$ cat config.mk
export PLATFORM = sky130hd
export DESIGN_NAME = sad_node_feeder_flat
export DESIGN_NICKNAME = d
export VERILOG_FILES = /design/src/rtl/sad_node_feeder_if.sv /design/src/rtl/sad_node_feeder.sv /design/src/flat_wrapper.sv
export SDC_FILE = /design/constraint.sdc
export NUM_CORES = 1
export LEC_CHECK = 0
export CAP_MARGIN = 20
export CORE_MARGIN = 2
export CORE_UTILIZATION = 40
export DETAILED_ROUTE_END_ITERATION = 8
export PLACE_DENSITY_LB_ADDON = 0.05
export SLEW_MARGIN = 20
export SYNTH_ARGS = -nofsm -noshare
export SYNTH_HDL_FRONTEND = slang
export SYNTH_SLANG_ARGS = --single-unit
export TNS_END_PERCENT = 1
$ cat constraint.sdc
create_clock -name clk -period 1.9 [get_ports clk]
set_input_delay 0.285 -clock clk [delete_from_list [all_inputs] [get_ports clk]]
set_output_delay 0.285 -clock clk [all_outputs]
set_load 0.005 [all_outputs]
$ cat src/rtl/sad_node_feeder_if.sv
// Pixel-pair stream in, per-lane difference/enable out to the adder tree.
interface sad_node_feeder_if #(
  parameter int unsigned NODE_NUM   = 8,
  parameter int unsigned PIX_WIDTH  = 8,
  parameter int unsigned NODE_WIDTH = 8
);
  logic                  in_valid;
  logic                  in_ready;
  logic [PIX_WIDTH-1:0]  pix_l;
  logic [PIX_WIDTH-1:0]  pix_r;
  logic                  ena      [NODE_NUM];
  logic [NODE_WIDTH-1:0] add_node [NODE_NUM];
  logic                  acc_done;

  modport slave (
    input  in_valid, pix_l, pix_r, acc_done,
    output in_ready, ena, add_node
  );

  modport master (
    output in_valid, pix_l, pix_r, acc_done,
    input  in_ready, ena, add_node
  );
endinterface

$ cat src/rtl/sad_node_feeder.sv
// Gathers NODE_NUM absolute pixel differences, fires them to an adder tree in one
// cycle, then waits (bounded by TIMEOUT) for the tree to report completion.
module sad_node_feeder #(
  parameter int unsigned NODE_NUM   = 8,
  parameter int unsigned PIX_WIDTH  = 8,
  parameter int unsigned NODE_WIDTH = 8,
  parameter int unsigned TIMEOUT    = 64
) (
  input  logic               clk,
  input  logic               rst_n,
  input  logic               flush,
  sad_node_feeder_if.slave   bus,
  output logic [15:0]        blk_cnt,
  output logic               err
);

  localparam int unsigned IdxW = $clog2(NODE_NUM);
  localparam int unsigned TmoW = $clog2(TIMEOUT + 1);

  if (NODE_WIDTH < PIX_WIDTH || NODE_NUM < 2 || (NODE_NUM & (NODE_NUM - 1)) != 0 ||
      TIMEOUT < 1) begin : g_bad_param
    $error("sad_node_feeder: illegal parameter combination");
  end

  typedef enum logic [1:0] {StFill, StFire, StWait} state_e;

  state_e                r_state, w_state_d;
  logic [IdxW-1:0]       r_idx, w_idx_d;
  logic [TmoW-1:0]       r_tmo, w_tmo_d;
  logic                  r_err, w_err_d;
  logic [15:0]           r_blk, w_blk_d;
  logic                  r_ena, w_ena_d;
  logic [NODE_WIDTH-1:0] r_lane [NODE_NUM];

  logic                  w_in_ready;
  logic                  w_hs;
  logic [PIX_WIDTH-1:0]  w_diff;

  assign w_in_ready = (r_state == StFill);
  // A handshake coinciding with flush is dropped.
  assign w_hs       = bus.in_valid & w_in_ready & ~flush;
  assign w_diff     = (bus.pix_l >= bus.pix_r) ? (bus.pix_l - bus.pix_r)
                                               : (bus.pix_r - bus.pix_l);

  always_comb begin
    w_state_d = r_state;
    w_idx_d   = r_idx;
    w_tmo_d   = r_tmo;
    w_err_d   = r_err;
    w_blk_d   = r_blk;
    if (flush) begin
      w_state_d = StFill;
      w_idx_d   = '0;
      w_tmo_d   = '0;
      w_err_d   = 1'b0;
    end else begin
      unique case (r_state)
        StFill: begin
          if (w_hs) begin
            if (r_idx == IdxW'(NODE_NUM - 1)) begin
              w_state_d = StFire;
              w_idx_d   = '0;
              w_blk_d   = r_blk + 16'd1;
            end else begin
              w_idx_d = r_idx + IdxW'(1);
            end
          end
        end
        StFire: begin
          w_state_d = StWait;
          w_tmo_d   = '0;
        end
        StWait: begin
          // acc_done beats a simultaneous timeout and leaves err alone.
          if (bus.acc_done) begin
            w_state_d = StFill;
            w_tmo_d   = '0;
          end else if (r_tmo == TmoW'(TIMEOUT - 1)) begin
            w_state_d = StFill;
            w_tmo_d   = '0;
            w_err_d   = 1'b1;
          end else begin
            w_tmo_d = r_tmo + TmoW'(1);
          end
        end
        default: w_state_d = StFill;
      endcase
    end
    w_ena_d = (w_state_d == StFire);
  end

  always_ff @(posedge clk or negedge rst_n) begin
    if (!rst_n) begin
      r_state <= StFill;
      r_idx   <= '0;
      r_tmo   <= '0;
      r_err   <= 1'b0;
      r_blk   <= '0;
      r_ena   <= 1'b0;
    end else begin
      r_state <= w_state_d;
      r_idx   <= w_idx_d;
      r_tmo   <= w_tmo_d;
      r_err   <= w_err_d;
      r_blk   <= w_blk_d;
      r_ena   <= w_ena_d;
    end
  end

  always_ff @(posedge clk or negedge rst_n) begin
    if (!rst_n) begin
      for (int k = 0; k < NODE_NUM; k++) r_lane[k] <= '0;
    end else if (flush) begin
      for (int k = 0; k < NODE_NUM; k++) r_lane[k] <= '0;
    end else if (w_hs) begin
      r_lane[r_idx] <= NODE_WIDTH'(w_diff);
    end
  end

  for (genvar g = 0; g < NODE_NUM; g++) begin : g_lane
    assign bus.ena[g]      = r_ena;
    assign bus.add_node[g] = r_lane[g];
  end

  assign bus.in_ready = w_in_ready;
  assign blk_cnt      = r_blk;
  assign err          = r_err;

endmodule

$ cat src/flat_wrapper.sv
// flat-port wrapper written by rule: the top's interface ports become plain ports
module sad_node_feeder_flat 
#(
  parameter int unsigned NODE_NUM   = 8,
  parameter int unsigned PIX_WIDTH  = 8,
  parameter int unsigned NODE_WIDTH = 8,
  parameter int unsigned TIMEOUT    = 64
)
  (clk, rst_n, flush, blk_cnt, err, bus_in_valid, bus_pix_l, bus_pix_r, bus_acc_done, bus_in_ready, bus_ena, bus_add_node);
  sad_node_feeder_if #(.NODE_NUM(NODE_NUM), .PIX_WIDTH(PIX_WIDTH), .NODE_WIDTH(NODE_WIDTH)) bus_i ();
  input  logic clk;
  input  logic rst_n;
  input  logic flush;
  output logic [15:0] blk_cnt;
  output logic err;
  input wire logic [$bits(bus_i.in_valid)-1:0] bus_in_valid;
  input wire logic [$bits(bus_i.pix_l)-1:0] bus_pix_l;
  input wire logic [$bits(bus_i.pix_r)-1:0] bus_pix_r;
  input wire logic [$bits(bus_i.acc_done)-1:0] bus_acc_done;
  output wire logic [$bits(bus_i.in_ready)-1:0] bus_in_ready;
  output wire logic [$bits(bus_i.ena)-1:0] bus_ena;
  output wire logic [$bits(bus_i.add_node)-1:0] bus_add_node;
  assign bus_i.in_valid = bus_in_valid;
  assign bus_i.pix_l = bus_pix_l;
  assign bus_i.pix_r = bus_pix_r;
  assign bus_i.acc_done = bus_acc_done;
  assign bus_in_ready = bus_i.in_ready;
  assign bus_ena = {>>{bus_i.ena}};
  assign bus_add_node = {>>{bus_i.add_node}};
  sad_node_feeder #(.NODE_NUM(NODE_NUM), .PIX_WIDTH(PIX_WIDTH), .NODE_WIDTH(NODE_WIDTH), .TIMEOUT(TIMEOUT)) u_core (.clk(clk), .rst_n(rst_n), .flush(flush), .bus(bus_i), .blk_cnt(blk_cnt), .err(err));
endmodule
==> results of run 1 <==
[kinds of logic after synthesis]
| group | after synthesis | synth area share [%] |
|---|---|---|
| buffers and inverters | 47 | 4.74 |
| AOI/OAI and AO/OA | 116 | 17.9 |
| xor gates and xnor gates | 21 | 4.74 |
| adders and majority gates | 21 | 5.95 |
| DFF | 94 | 50.4 |
| and+or+nand+nor | 124 | 14.5 |
| muxes | 8 | 1.77 |
[flip-flops by register name (all words and copies together) (netlist names)]
name and cells:
u_core.r_tmo 7, u_core.r_ena 1, u_core.r_state 2, u_core.r_idx 3
u_core.err 1, u_core.bus.add_node 64, u_core.blk_cnt 16
[how the worst max path moves through the flow]
stage / from / to / slack (ns) / cells after the start
global placement: bus_pix_l[0] / u_core.bus.add_node[54]$_DFFE_PN0P_ / -0.99 / 10
global route: bus_pix_l[0] / u_core.bus.add_node[37]$_DFFE_PN0P_ / -0.13 / 12
floorplan: bus_pix_l[0] / u_core.bus.add_node[55]$_DFFE_PN0P_ / -0.13 / 10
detailed placement: bus_pix_l[0] / u_core.bus.add_node[55]$_DFFE_PN0P_ / -1.09 / 11
CTS: bus_pix_l[0] / u_core.bus.add_node[39]$_DFFE_PN0P_ / -0.007 / 13
finish: bus_pix_l[0] / u_core.bus.add_node[55]$_DFFE_PN0P_ / -0.06 / 13
[cells in the mapped netlist, types with 2 or more instances]
library cell / instances
nand4_4: 2
ha_1: 19
buf_4: 11
nand2b_1: 5
nor4b_1: 2
mux2i_1: 6
fa_1: 2
o31ai_1: 8
mux2_2: 2
nand3b_1: 2
nor2_1: 42
nand3_1: 9
o21ai_0: 9
xnor2_2: 3
inv_1: 23
clkbuf_1: 8
a21oi_1: 31
a31oi_1: 4
nor2_4: 2
or3_1: 5
xor2_2: 2
buf_1: 2
nor3_1: 4
xnor2_1: 11
a211oi_1: 2
dfrtp_1: 94
a2bb2oi_1: 2
nor2b_1: 4
nor4_2: 2
a22o_1: 48
nor4_1: 2
buf_2: 2
nand4_1: 5
and2_1: 4
nand2_1: 25
a21o_1: 5
xor2_1: 5
[cell type report]
cell class / count / area (sq um) / share of cell area (%)
multi-input combinational: 290 / 2380 / 33.9
clock inverter: 7 / 58.8 / 0.837
clock buffer: 9 / 225 / 3.21
tap: 143 / 179 / 2.55
inverter: 23 / 103 / 1.46
timing repair buffer: 191 / 1720 / 24.5
sequential: 94 / 2350 / 33.5
[cell usage in the layout, fill, tap and decap left out, types with 7 or more instances in the layout]
| cell | Yosys | final |
|---|---|---|
| a21oi_1 | 31 | 28 |
| a22o_1 | 48 | 48 |
| buf_4 | 11 | 71 |
| buf_6 | 0 | 8 |
| clkbuf_16 | 0 | 9 |
| clkbuf_2 | 1 | 7 |
| clkdlybuf4s50_1 | 0 | 92 |
| dfrtp_1 | 94 | 94 |
| ha_1 | 19 | 10 |
| ha_4 | 0 | 9 |
| inv_1 | 23 | 11 |
| inv_2 | 0 | 10 |
| nand2_1 | 25 | 25 |
| nand3_1 | 9 | 8 |
| nor2_1 | 42 | 40 |
| o21ai_0 | 9 | 8 |
| xnor2_1 | 11 | 11 |
[timing repair]
item,in CTS,in global routing
buffers inserted,21,0
pin swaps,28,12
endpoints found under the hold margin,31,0
hold buffers,1,0
gates resized for setup,87,20
endpoints found under the setup margin,57,64
[metal layers]
layer  global-route usage (%)  part of all wire (%)  vias up
li1                         -                     -     1892
met1                     28.2                    47     1918
met2                     32.8                    47      104
met3                     3.51                   4.6       10
met4                     6.42                   1.3        0
met5                        0                     0        -
[power by group through the flow]
| stage | registers (mW) | logic [mW] | clock network [mW] |
|---|---|---|---|
| floorplan | 2.10 | 0.388 | 0 |
| global placement | 2.11 | 0.785 | 0 |
| detailed placement | 2.10 | 0.793 | 0 |
| CTS | 2.07 | 1.00 | 1.74 |
| global route | 2.07 | 1.10 | 1.84 |
| finish | 2.07 | 1.01 | 1.71 |
==> out/metrics.yaml, run 1 <==
path_max_fanout: 4
grt_remaining_overflow: 0
power.switching_mw: 1.35
r2r_slack_ns: 0.11
worst_slew_pin_slew_ns: 0.689
syn_area_sq_um: 4670
clockRootBuffer: "clkbuf_16"
status: "finished with violations"
synth_cell_type_count: 54
tritoncts: "done"
crit_type: "in2reg"
ir_drop_mv: 0.490
p_comb_share_pct: 21.1
violations: "negative setup slack"
fmax_mhz: 510
synth.net_count: 473
p_leak_nw: 3.19
vias_per_cell: 5.18
synth_edf_count: 0
synth.avg_cell_area_sq_um: 10.8
syn_to_final_growth_pct: 50.5
dp_hpwl_mm: 8.61
wl_per_cell_microns: 16.0
dieWidth_microns: 112
p_int_mw: 3.44
hp-class: "in2async"
numCtsBuffers: 9
rows: 39
final_cells: 757
min_period_ns: 1.96
reg2reg_depth: 7
synthArstFlopShare_pct: 100
antenna_found_initial: 0
power.share.switching_pct: 28.1
drive_above_1_share_pct: 27.5
worst_setup_hold_path_clk_slew_ns: 0.07
finalPower_mw: 4.79
drt_wl_total_mm: 12.1
grt.total_usage_pct: 20.3
relSlewSlack_pct: 54.1
dp_slack_ns: -1.09
fillerInstances: 978
antenna_cells: 0
rsz0062_at_grt: "true"
clk_path_buf_depth: 2
post-route-cell-area_sq_um: 7030
cp_slowest_cell: "fa_2"
ys_seq_area_share_pct: 50.4
clock-sinks: 94
start_util_pct: 40.9
ys_ff_latch: 94
coreArea_sq_um: 11400
finalCritPeriodShare_pct: 103
tns_ns: -0.793
cp_top_family: "adder cells"
yosysWarningCount: 0
synth_top_flop_cell: "dfrtp_1"
io_buffers: 110
setup_ws_ns: -0.0596
slew_viol_final: 0
max_cap_violations: 0
arrival_ns: 2.19
drcViolationCount: 0
post-route-util_pct: 61.5
syn-instance-count: 431
critPathMaxStageDelay_ns: 0.41
yosysTopAreaCell: "dfrtp_1"
dpl_cell_area_sq_um: 6340
hold_viol: 0
clkPwrFrac_pct: 35.7
drt_iter0_markers: 224
synth_top_area_share_pct: 50.4
r2r_end: "u_core.r_tmo[5]$_DFFE_PN0P_"
whs_ns: 0.441
p_seq_share_pct: 43.2
drt_pass1_iterations: 4
cp-end-kind: "flip-flop"
clk_latency_ns: 0.34
grt_pass1_vias: 3956
die_y_microns: 112
p_per_area_nw_per_um2: 682
cts.htree.levels: 3
grt_max_degree: 35
gp_congestion: 0.771
crit_path_frequent_cell: "buf_12"
critical_path_required_ns: 2.13
placed_cells: 720
io_pins: 111
ant_nets: 0
path_cells: "buf_12 > inv_12 > ha_4 > inv_2 > fa_2 > nand3_4 > a31oi_4 > nor2_4 > buf_12 > mux2i_4 > xor2_4 > buf_6 > a22o_1"
die-area_sq_um: 12600
nets: 651
yosys-top-cells-area: "dfrtp_1 (50%), a22o_1 (9.0%), ha_1 (5.1%)"
reg2reg_from: "u_core.r_state[0]$_DFF_PN0_"
cp-start-kind: "primary input"
grt_pass1_wl_mm: 20.3
setup_viol: 34
critPathBufInv: 5
fin_skew_ns: 0.00505
vias: 3924
Note: power is estimated with default switching activity, not from simulation.
==> inputs of run 2 (changes only) <==
--- a/config.mk
+++ b/config.mk
@@ -6,7 +6,6 @@
 export NUM_CORES = 1
 export LEC_CHECK = 0
 export CAP_MARGIN = 20
-export CORE_MARGIN = 2
 export CORE_UTILIZATION = 40
 export DETAILED_ROUTE_END_ITERATION = 8
 export PLACE_DENSITY_LB_ADDON = 0.05
==> out/metrics.yaml, run 2 (same netlist as run 1, synthesis figures left out) <==
dpl_cell_area_sq_um: 6330  # -0.12%
grt_max_degree: 56  # +60%
wl_per_cell_microns: 15.8  # -1.2%
rsz0062_at_grt: "true"
setup_ws_ns: -0.0781  # -0.0185 ns
cp-end-kind: "flip-flop"
ant_nets: 0  # unchanged
cts.htree.levels: 3  # unchanged
clk_latency_ns: 0.33  # about the same
io_pins: 111  # unchanged
rows: 39  # unchanged
arrival_ns: 2.20  # about the same
max_cap_violations: 0  # unchanged
drive_above_1_share_pct: 24.2  # -3.4 points
final_cell_mix: "dfrtp_1 (94), clkdlybuf4s50_1 (92), buf_4 (64), a22o_1 (48), nor2_1 (40)"
antenna_cells: 0  # unchanged
drt_iter0_markers: 145  # -35%
reg2reg_from: "u_core.r_state[1]$_DFF_PN0_"
die-area_sq_um: 12100  # -3.5%
hold_viol: 0  # unchanged
tritoncts: "done"
p_per_area_nw_per_um2: 699  # +2.4%
nets: 637  # -2.2%
setup_viol: 45  # +32%
drt_wl_total_mm: 11.8  # -3.0%
drcViolationCount: 0  # unchanged
status: "finished with violations"
cp-start-kind: "primary input"
dp_hpwl_mm: 8.57  # -0.47%
worst_slew_pin_slew_ns: 0.652  # -0.0367 ns
p_leak_nw: 3.13  # -1.8%
numCtsBuffers: 9  # unchanged
r2r_end: "u_core.blk_cnt[13]$_DFFE_PN0P_"
vias_per_cell: 5.18  # about the same
gp_congestion: 0.810  # +5.0%
hp-class: "in2async"
fin_skew_ns: 0.00539  # +0.000340 ns
placed_cells: 719  # -0.14%
grt_pass1_vias: 3727  # -5.8%
path_max_fanout: 8  # +4
start_util_pct: 40.9  # unchanged
finalCritPeriodShare_pct: 104  # +0.97 points
reg2reg_depth: 7  # unchanged
dieWidth_microns: 110  # -1.8%
crit_type: "in2reg"
grt.total_usage_pct: 20.3  # +0.033 points
r2r_slack_ns: 0.11  # about the same
ir_drop_mv: 0.445  # -9.1%
grt_remaining_overflow: 0  # unchanged
worst_setup_hold_path_clk_slew_ns: 0.07  # about the same
drt_pass1_iterations: 4  # unchanged
slew_viol_final: 0  # unchanged
final_common_cell: "dfrtp_1"
largest_register_ffs: 64  # unchanged
clockRootBuffer: "clkbuf_16"
min_period_ns: 1.98  # +0.0185 ns
fmax_mhz: 506  # -0.93%
clock-sinks: 94  # unchanged
antenna_found_initial: 0  # unchanged
clk_path_buf_depth: 2  # unchanged
grt_pass1_wl_mm: 18.7  # -7.8%
io_buffers: 110  # unchanged
vias: 3848  # -1.9%
critical_path_required_ns: 2.12  # about the same
die_y_microns: 110  # -1.8%
violations: "negative setup slack"
relSlewSlack_pct: 56.5  # +2.4 points
coreArea_sq_um: 11400  # unchanged
final_cells: 743  # -1.8%
post-route-cell-area_sq_um: 6940  # -1.2%
syn_to_final_growth_pct: 48.7
## run 2: worst max path at each step
stage                            start                                  end  slack, ns  depth (start not counted)
after global routing      bus_pix_l[0]  u_core.bus.add_node[55]$_DFFE_PN0P_      -0.16                         12
final                     bus_pix_l[2]  u_core.bus.add_node[50]$_DFFE_PN0P_      -0.08                         10
after detailed placement  bus_pix_l[0]  u_core.bus.add_node[38]$_DFFE_PN0P_      -1.06                         10
after CTS                 bus_pix_l[0]  u_core.bus.add_node[58]$_DFFE_PN0P_      -0.22                         13
after global placement    bus_pix_l[0]  u_core.bus.add_node[38]$_DFFE_PN0P_      -1.01                         10
after floorplan           bus_pix_l[0]  u_core.bus.add_node[55]$_DFFE_PN0P_      -0.13                         10
## run 2: through the flow
| stage | utilization (%) | setup WS (ns) | hold slack (ns) | TNS (ns) | power [mW] |
|---|---|---|---|---|---|
| 6_report | 60.8 | -0.0781 | 0.365 | -1.48 | 4.85 |
| 4_1_cts | 60.5 | -0.219 | 0.371 | -7.64 | 4.89 |
| 3_5_place_dp | 55.4 | -1.06 | 0.193 | -55.92 | 2.90 |
| 3_3_place_gp | 55.4 | -1.01 | 0.188 | -52.73 | 2.89 |
| 2_1_floorplan | - | -0.135 | -0.0106 | -4.51 | 2.49 |
| 5_1_grt | 60.8 | -0.158 | 0.411 | -5.67 | 5.05 |
## run 2: area by class of cell
| class | instances | area [sq um] |
|---|---|---|
| Clock buffer | 9 | 225 |
| Clock inverter | 7 | 82.6 |
| Fill cell | 977 | 4480 |
| Inverter | 23 | 98.8 |
| Multi-Input combinational cell | 290 | 2390 |
| Sequential cell | 94 | 2350 |
| Tap cell | 143 | 179 |
| Timing Repair Buffer | 177 | 1620 |
## run 2: routing by layer
metal	share of wire [%]	vias to the layer above	track usage, %	wire length (microns)
met5	0	-	0	0
met4	0.29	0	4.29	34
met3	4.4	2	3.59	517
met2	49	94	32.9	5730
met1	47	1891	28.5	5480
li1	-	1861	-	-
## run 2: repair_timing
action | in CTS | in global routing
hold buffers | 1 | 0
endpoints found under the setup margin | 57 | 58
pin swaps | 21 | 20
resized for setup | 56 | 29
buffers inserted | 7 | 1
endpoints found under the hold margin | 19 | 0
## run 2: critical path: stages
cell and delay (ns):
dlygate4sd2_1 0.27, ha_4 0.32, nand4_1 0.19, a31oi_4 0.21
nor2_4 0.07, buf_4 0.15, mux2i_4 0.20, xnor2_4 0.16
buf_12 0.15, a22o_1 0.20
## run 2: report_power, final
group	switching, mW	internal (mW)
registers	0.0323	2.04
clock network	0.790	1.04
logic	0.497	0.455
total	1.32	3.53
